--- src/rtl/sub_pipe.sv ---
// Two-stage pipelined subtractor (diff = a - b) split at the half-word boundary,
// with valid/ready handshakes on both sides and borrow/overflow/zero flags.
module sub_pipe #(
    parameter int WIDTH = 32
) (
    input  logic             clk,
    input  logic             rst_n,
    input  logic             in_valid,
    output logic             in_ready,
    input  logic [WIDTH-1:0] a,
    input  logic [WIDTH-1:0] b,
    output logic             out_valid,
    input  logic             out_ready,
    output logic [WIDTH-1:0] diff,
    output logic             borrow,
    output logic             overflow,
    output logic             zero
);
    localparam int HALF = WIDTH / 2;

    typedef struct packed {
        logic [HALF-1:0] lo_diff;
        logic            c_half;
        logic [HALF-1:0] a_hi;
        logic [HALF-1:0] b_hi;
    } s1_t;

    logic             r_s1_valid;
    s1_t              r_s1;
    s1_t              w_s1_nxt;
    logic             w_s2_load;
    logic [HALF-1:0]  w_hi_diff;
    logic             w_c_out;
    logic [WIDTH-1:0] w_diff;
    logic             w_overflow;

    logic             r_out_valid;
    logic [WIDTH-1:0] r_diff;
    logic             r_borrow;
    logic             r_overflow;
    logic             r_zero;

    // Low half: a + ~b + 1; the carry out feeds the high half next cycle.
    always_comb begin
        w_s1_nxt = '0;
        {w_s1_nxt.c_half, w_s1_nxt.lo_diff} =
            {1'b0, a[HALF-1:0]} + {1'b0, ~b[HALF-1:0]} + (HALF+1)'(1);
        w_s1_nxt.a_hi = a[WIDTH-1:HALF];
        w_s1_nxt.b_hi = b[WIDTH-1:HALF];
    end

    assign {w_c_out, w_hi_diff} =
        {1'b0, r_s1.a_hi} + {1'b0, ~r_s1.b_hi} + {{HALF{1'b0}}, r_s1.c_half};
    assign w_diff     = {w_hi_diff, r_s1.lo_diff};
    assign w_overflow = (r_s1.a_hi[HALF-1] != r_s1.b_hi[HALF-1]) &
                        (w_hi_diff[HALF-1] != r_s1.a_hi[HALF-1]);

    // Output register may load unless it holds an unconsumed result.
    assign w_s2_load = ~(r_out_valid & ~out_ready);
    assign in_ready  = ~r_s1_valid | w_s2_load;

    always_ff @(posedge clk or negedge rst_n) begin
        if (!rst_n) begin
            r_s1_valid <= 1'b0;
            r_s1       <= '0;
        end else if (in_ready) begin
            r_s1_valid <= in_valid;
            if (in_valid) r_s1 <= w_s1_nxt;
        end
    end

    always_ff @(posedge clk or negedge rst_n) begin
        if (!rst_n) begin
            r_out_valid <= 1'b0;
            r_diff      <= '0;
            r_borrow    <= 1'b0;
            r_overflow  <= 1'b0;
            r_zero      <= 1'b0;
        end else if (w_s2_load) begin
            r_out_valid <= r_s1_valid;
            if (r_s1_valid) begin
                r_diff     <= w_diff;
                r_borrow   <= ~w_c_out;
                r_overflow <= w_overflow;
                r_zero     <= (w_diff == '0);
            end
        end
    end

    assign out_valid = r_out_valid;
    assign diff      = r_diff;
    assign borrow    = r_borrow;
    assign overflow  = r_overflow;
    assign zero      = r_zero;
endmodule

--- config.mk ---
export PLATFORM = sky130hd
export DESIGN_NAME = sub_pipe
export DESIGN_NICKNAME = d
export VERILOG_FILES = /design/src/rtl/sub_pipe.sv
export SDC_FILE = /design/constraint.sdc
export NUM_CORES = 1
export LEC_CHECK = 0
export CAP_MARGIN = 0
export CORE_MARGIN = 4
export CORE_UTILIZATION = 45
export CTS_CLUSTER_SIZE = 10
export DETAILED_ROUTE_END_ITERATION = 8
export PLACE_DENSITY = 0.74
export SETUP_SLACK_MARGIN = 0.05
export SKIP_LAST_GASP = 1
export SLEW_MARGIN = 10
export SYNTH_ARGS = -nofsm -noshare
export SYNTH_HDL_FRONTEND = slang
export SYNTH_SLANG_ARGS = --single-unit
--- constraint.sdc ---
create_clock -name clk -period 6.4 [get_ports clk]
set_input_delay 0.96 -clock clk [delete_from_list [all_inputs] [get_ports clk]]
set_output_delay 0.96 -clock clk [all_outputs]
set_load 0.1 [all_outputs]
# Yosys cells after proc, flatten, opt, wreduce, memory -nomap -nowiden
# Cells that the tools add are included.
[totals] ramBits=0 rom_bits=0 memories=0 inputBits=68 regBits=86 word_cells=28 latchBits=0
[classes] shift=0 n_eq_ne=2 n_mux=0 div_mod_pow=0 magnitude_cmp=0 mul=0 add_sub_neg=4 n_bitwise=9 n_reduce_logical=3
[op_table] op="$add 16x16->17" count=2
[op_table] op="$logic_not 32->1" count=1
[op_table] op="$not 16->16" count=2
[op_table] op="$add 17x1->17" count=1
[op_table] op="$add 17x1->17 const B" count=1
[op_table] op="$not 1->1" count=4
[op_table] op="$reduce_and 2->1" count=2
[op_table] op="$and 1x1->1" count=2
[op_table] op="$ne 1x1->1" count=2
[op_table] op="$or 1x1->1" count=1

# Depth between registers and ports, before layout
# Gate-level depths: netlist of run 1.
[logic_depth] word_depth=5 ltp_mapped=12

# Worst setup path before layout of run 1
# No wires, ideal clock.
[synth_path] kind="reg2reg" from="reg r_out_valid, in the netlist out_valid" to="reg r_s1[42] (netlist name)" n_path_buf=2 stages_incl_launch_ff=6 t_arrival_ns=3.150 required_time_ns=6.264 path_slack_ns=3.114 setup_time_ns=0.136 cell_sequence="dfrtp_1 > nand3b_1 > nand2_1 > clkbuf_1 > clkbuf_1 > o21ai_0"
[synth_via] elab_chain_cells=4
[synth_lines] element="start, declared" line_no="37" rtl="logic r_out_valid;"
[synth_lines] element="start signal, assigned" line_no="80" rtl="r_out_valid <= r_s1_valid;"
[synth_lines] element="$and 1x1->1" line_no="59" rtl="assign w_s2_load = ~(r_out_valid & ~out_ready);"
[synth_lines] element="$not 1->1 (no line)"
[synth_lines] element="$or 1x1->1" line_no="60" rtl="assign in_ready = ~r_s1_valid | w_s2_load;"
[synth_lines] element="net in_ready" line_no="9" rtl="output logic in_ready,"
[synth_lines] element="$reduce_and 2->1 (no line)"
[synth_lines] element="end signal, assigned" line_no="68" rtl="if (in_valid) r_s1 <= w_s1_nxt;"
[synth_lines] element="end, declared" line_no="29" rtl="s1_t r_s1;"
# The timed path passes the listed nets, and every way through them passes these cells.
# A chain may end at the register's enable or synchronous reset.

# Worst setup path in the final report of run 1
[layout_path] from="in out_ready" to="out in_ready"
[layout_via] elab_chain_cells=4
[layout_lines] element="start, declared" line_no="13" rtl="input logic out_ready,"
[layout_lines] element="$not 1->1" line_no="59"
[layout_lines] element="$and 1x1->1" line_no="59"
[layout_lines] element="$not 1->1 (no line)"
[layout_lines] element="$or 1x1->1" line_no="60"
[layout_lines] element="end, declared" line_no="9"
# No other way between the ends.

==> results.py, run 1 <==
metrics = {
    "timing": {
        "finalCriticalPeriod_ns": 3.76,
        "fmax_mhz": 266,
        "hold_viol_final": 0,
        "slew_headroom_pct": 31.3,
        "fin_skew_ns": 0.00937,
        "rsz0062_at_grt": "no",
        "setup_slack_ns": 2.64,
        "finalSetupTns_ns": 0,
        "drv_slew": 0,
        "fin_crit_sh_pct": 58.8,
        "setup_viol_count_final": 0,
        "worst_slew_pin_slew_ns": 1.03,
    },
    "cts": {
        "htree_levels": 3,
        "clock-sinks": 86,
        "cts-root-buf": "clkbuf_8",
        "cts.clk_slew.worst_paths_ns": 0.08,
        "cts_tree": "done",
        "cts_buffers": 9,
        "cts-resized-gates": 0,
        "clock_path_buffers": 2,
        "hold_buffers": 0,
        "postCtsSetupBuffers": 0,
        "clkLatencyLatePin_ns": 0.36,
    },
    "critical_path": {
        "endpoint_kind": "primary output",
        "crit_fanout": 3,
        "crit_type": "in2out",
        "worstSetupStartpointType": "primary input",
        "crit_chain": "clkdlybuf4s50_1 > nand3b_1 > clkdlybuf4s50_1",
        "cpMostUsedCell": "clkdlybuf4s50_1",
        "cpPeakStageDelay_ns": 1.16,
        "crit_required_ns": 5.44,
        "cp_data_arrival_time_ns": 2.80,
        "crit_slowest_cell": "clkdlybuf4s50_1",
    },
    "floorplan": {
        "row_count": 37,
        "coreArea_um2": 10500,
        "die_h_um": 112,
        "start_util_pct": 46.9,
        "ios": 105,
        "dieArea_um2": 12600,
        "die_x_um": 112,
    },
    "layout": {
        "multi_input_area_um2": 2540,
        "final_nets": 675,
        "layout-drive-gt1-share_pct": 15.2,
        "seqCellArea_um2": 2150,
        "n_antenna_cell": 0,
        "fill_cells": 921,
        "syn_to_final_growth_pct": 27.6,
    },
    "placed_design": {
        "dp_hpwl_mm": 8.49,
        "place_ws_ns": 2.65,
        "gp_congestion": 0.859,
        "port_buffers": 104,
    },
    "detailed_routing": {
        "wl_per_cell_um": 15.3,
        "drtPass1Iterations": 5,
        "ant_nets": 0,
        "drtIter0Drc": 221,
        "wirelength_mm": 10.9,
        "avgViaCountPerCell": 5.33,
        "drc": 0,
        "vias": 3807,
    },
    "yosys": {
        "synth_area_leaders": "dfrtp_1 44%, mux2_2 12%, ha_1 7.9%",
        "synth_edf_count": 0,
        "synth-main-ff-cell": "dfrtp_1",
        "syn_nets": 572,
        "yosysTopAreaCell": "dfrtp_1",
        "synth_area_um2": 4910,
        "ys_warn_count": 0,
        "async_reset_ff_share_pct": 100,
        "synth_top_area_share_pct": 43.9,
        "avgSynthCellArea_um2": 10.4,
        "synth_cell_types": 57,
        "yosysSeqAreaShare_pct": 43.9,
        "synth_common_cells": "86 x dfrtp_1, 54 x mux2_2, 42 x inv_1",
        "synth_cells": 470,
        "yosysMostFrequentCell": "dfrtp_1",
        "ys_ff_latch": 86,
    },
    "run": {
        "maxCapViolCount": 0,
    },
    "global_routing": {
        "grt_max_degree": 72,
        "grt_pass1_vias": 3927,
        "grt_first_pass_wirelength_mm": 18.4,
        "grtUsageTotal_pct": 17.9,
        "antenna_found_initial": 0,
        "overflow": 0,
    },
    "power": {
        "power_mw": 2.56,
        "power_density_nw_per_um2": 409,
        "power.leakage_nw": 2.75,
        "peakVddDrop_mv": 0.454,
    },
    "run_status": {
        "status": "completed",
    },
    "worst_hold_path": {
        "hold_path.class": "in2async",
    },
}
[state kept, by name (all words and copies together), names as in the netlist]
signal,cells
r_s1,49
diff,32
borrow,1
out_valid,1
overflow,1
r_s1_valid,1
zero,1
[critical path, delay by kind of cell]
family	cells	cell delay, ns
AND/OR/NAND/NOR	1	0.19
buffers and inverters	2	1.65
[path summary, 6_finish.rpt]
check	startpoint	to	slack, ns	depth (start not counted)
min reg2reg	diff[24]$_DFFE_PN0P_	diff[24]$_DFFE_PN0P_	0.48	2
max reg2reg	r_s1[0]$_DFFE_PN0P_	zero$_DFFE_PN0P_	3.30	11
max	out_ready	in_ready	2.64	3
min in group clk	diff[24]$_DFFE_PN0P_	diff[24]$_DFFE_PN0P_	0.48	2
min	rst_n	r_s1[3]$_DFFE_PN0P_	0.46	1
max in group asynchronous	rst_n	diff[1]$_DFFE_PN0P_	4.83	2
[cell type report]
type	count	share of cell area [%]
clock buffers	12	2.48
multi-input cells	327	40.5
flip-flops and latches	86	34.4
clock inverters	4	0.499
repair buffers	107	16.9
inverters	42	2.52
well taps	136	2.72
[stage by stage]
step	area, um^2	std cells	util (%)	hold slack (ns)
finish	6260	714	59.9	0.465
global route	6260	714	59.9	0.453
CTS	6260	714	59.9	0.448
detailed placement	6080	698	58.1	0.468
global placement	6080	698	58.1	0.464
floorplan	4910	470	-	0.467
[placed cells by master (no fill, tap or decap), types with 4 or more instances in the layout]
cell type          n
a21oi_1           23
buf_4              4
clkbuf_8          11
clkdlybuf4s50_1  103
dfrtp_1           86
ha_1              31
inv_1             42
mux2_2            54
nand2_1           38
nand2b_1           7
nand3_1           10
nor2_1            20
nor2b_1            4
nor3_1             8
nor3b_1            5
nor4_1             4
o211ai_1           4
o21ai_0           24
o21ai_1            8
o31ai_1            6
or3_1              4
xnor2_1            8
xor2_1            12
[report_power, final]
group | switching (mW) | total, mW | internal, mW
Combinational | 1.01 | 1.43 | 0.428
Clock | 0.192 | 0.355 | 0.163
Sequential | 0.0875 | 0.772 | 0.685
Total | 1.29 | 2.56 | 1.28
[cell families (layout without fill, tap and decap cells)]
group / Yosys count / in the layout / share of synthesized area [%]
compound gates: 97 / 97 / 13.7
xor+xnor: 20 / 20 / 3.57
fa+ha+maj: 34 / 34 / 9.13
buf+inv: 57 / 165 / 4.51
flops: 86 / 86 / 43.9
mux: 57 / 57 / 13.0
simple gates: 119 / 119 / 12.3
[metal layers]
metal / up-vias / GRT usage [%] / part of all wire [%]
met1: 1830 / 21.3 / 42
met5: - / 0 / 0
met3: 14 / 5.93 / 7.2
li1: 1859 / - / -
met4: 0 / 5.21 / 1.6
met2: 104 / 30.8 / 49
Power figures use the tool's default switching activity.
==> run 2, diff against run 1 <==
PLACE_DENSITY = 0.77   (was 0.74)
clock period = 3.08 ns   (was 6.4 ns; I/O delays follow)
==> results.py, run 2 (synthesis gave the netlist of run 1 again) <==
metrics = {
    "timing": {
        "setup_viol_count_final": 0,
        "finalCriticalPeriod_ns": 2.83,
        "hold_viol_final": 0,
        "fmax_mhz": 353,
        "fin_crit_sh_pct": 91.9,
        "slew_headroom_pct": 66.0,
        "rsz0062_at_grt": "no",
        "fin_skew_ns": 0.00981,
        "worst_slew_pin_slew_ns": 0.511,
        "finalSetupTns_ns": 0,
        "drv_slew": 0,
    },
    "floorplan": {
        "row_count": 37,
        "die_h_um": 112,
        "start_util_pct": 46.9,
        "coreArea_um2": 10500,
        "dieArea_um2": 12600,
        "ios": 105,
        "die_x_um": 112,
    },
    "critical_path": {
        "crit_chain": "fa_1 > inv_1 > fa_1 > nor4b_2 > nand3_1 > nor3_2 > nand4_1 > a2111oi_4 > and3_1 > nand4_1 > o21ai_1",
        "r2r-end": "zero$_DFFE_PN0P_",
        "crit_fanout": 2,
        "ff2ff_path_depth": 11,
        "critPathBufInv": 1,
        "crit_required_ns": 3.37,
        "cp_data_arrival_time_ns": 3.12,
        "cpPeakStageDelay_ns": 0.44,
        "worstSetupStartpointType": "register",
        "worstReg2RegStart": "r_s1[0]$_DFFE_PN0P_",
        "crit_slowest_cell": "fa_1",
        "setup.worst_path.start": "r_s1[0]$_DFFE_PN0P_",
        "crit_family": "simple AND/OR/NAND/NOR gates",
        "crit_type": "reg2reg",
        "endpoint_kind": "register",
        "rrSetupSlack_ns": 0.25,
    },
    "layout": {
        "fill_cells": 902,
        "fin_area_um2": 6260,
        "final_nets": 678,
        "largest_register_ffs": 49,
        "final_cell_mix": "85 x dfrtp_1, 66 x clkdlybuf4s50_1, 54 x mux2_2",
        "layout-drive-gt1-share_pct": 22.7,
        "layout.core_utilization_pct": 59.8,
        "mostFrequentLayoutCell": "dfrtp_1",
        "syn_to_final_growth_pct": 27.5,
        "n_antenna_cell": 0,
        "max_flop_register": "r_s1",
    },
    "cts": {
        "cts-root-buf": "clkbuf_8",
        "cts_tree": "done",
        "clkLatencyLatePin_ns": 0.36,
        "clock-sinks": 86,
        "clock_path_buffers": 2,
        "htree_levels": 3,
        "cts.clk_slew.worst_paths_ns": 0.08,
        "cts_buffers": 9,
    },
    "global_routing": {
        "overflow": 0,
        "antenna_found_initial": 0,
        "grt_pass1_vias": 3806,
        "grtUsageTotal_pct": 17.5,
        "grt_first_pass_wirelength_mm": 18.2,
        "grt_max_degree": 49,
    },
    "placed_design": {
        "gp_congestion": 0.852,
        "dpl-instance-area_um2": 6020,
        "dp_hpwl_mm": 8.47,
        "port_buffers": 104,
    },
    "run_status": {
        "status": "completed",
    },
    "power": {
        "intPower_mw": 2.72,
        "peakVddDrop_mv": 0.884,
        "switchingPower_mw": 2.68,
        "p_sw_share_pct": 49.6,
        "combPwrFrac_pct": 54.2,
        "power.clock.fraction_pct": 15.7,
        "power.leakage_nw": 2.83,
        "power_density_nw_per_um2": 863,
        "power_frac_seq_pct": 30.0,
    },
    "run": {
        "maxCapViolCount": 0,
    },
    "detailed_routing": {
        "ant_nets": 0,
        "wl_per_cell_um": 15.1,
        "drtIter0Drc": 194,
        "wirelength_mm": 10.8,
        "vias": 3837,
        "avgViaCountPerCell": 5.35,
        "drtPass1Iterations": 4,
        "drc": 0,
    },
    "worst_hold_path": {
        "hold_path.class": "in2async",
    },
}
## run 2: cell count changes in the layout (fill, tap and decap cells not counted), moves of 2 or more
cell,before,now
buf_4,4,43
clkdlybuf4s50_1,103,66
clkbuf_8,11,13
clkinvlp_4,3,1
## run 2: area by class of cell
type,count,area (um^2),share of cell area (%)
Sequential cell,86,2150,34.4
Timing Repair Buffer,110,1000,16.0
Tap cell,136,170,2.72
Inverter,42,158,2.52
Clock buffer,14,183,2.92
Clock inverter,2,37.5,0.600
Multi-Input combinational cell,327,2550,40.8
## run 2: repair_timing
item	4_1_cts	5_1_grt
resized for setup	0	3
setup endpoints to repair	0	1
setup buffers	0	0
hold buffers	0	0
## run 2: layer usage
metal / share of wire [%] / global-route usage, % / vias to the layer above / wire length [um]
met5: 0 / 0 / - / 0
met4: 2.0 / 6.65 / 0 / 216
met3: 5.9 / 3.40 / 18 / 641
met2: 47 / 28.0 / 114 / 5120
met1: 45 / 23.8 / 1831 / 4820
li1: - / - / 1874 / -
## run 2: worst max-delay path by stage
stage                                 to  slack (ns)  depth (start not counted)
finish                  zero$_DFFE_PN0P_        0.25                         11
global placement    r_s1[32]$_DFFE_PN0P_        0.12                         11
CTS                     zero$_DFFE_PN0P_        0.09                         11
detailed placement  r_s1[32]$_DFFE_PN0P_        0.08                         11
global route            zero$_DFFE_PN0P_        0.05                         11
floorplan           r_s1[42]$_DFFE_PN0P_        0.12                          5
## run 2: power by group through the flow
stage               combinational, mW  sequential (mW)  clock (mW)
floorplan                       0.935             2.93           0
global placement                 2.88             1.63           0
detailed placement               2.92             1.64           0
CTS                              2.93             1.62       0.870
global route                     3.10             1.66       0.914
finish                           2.93             1.62       0.850
## run 2: stage by stage
| stage | hold slack [ns] | setup WS, ns | instances | power, mW |
|---|---|---|---|---|
| floorplan | 0.166 | 0.119 | 470 | 3.86 |
| global placement | 0.458 | 0.122 | 701 | 4.50 |
| detailed placement | 0.466 | 0.0838 | 701 | 4.56 |
| CTS | 0.0743 | 0.0890 | 717 | 5.42 |
| global route | 0.0968 | 0.0506 | 717 | 5.67 |
| finish | 0.0629 | 0.250 | 717 | 5.40 |
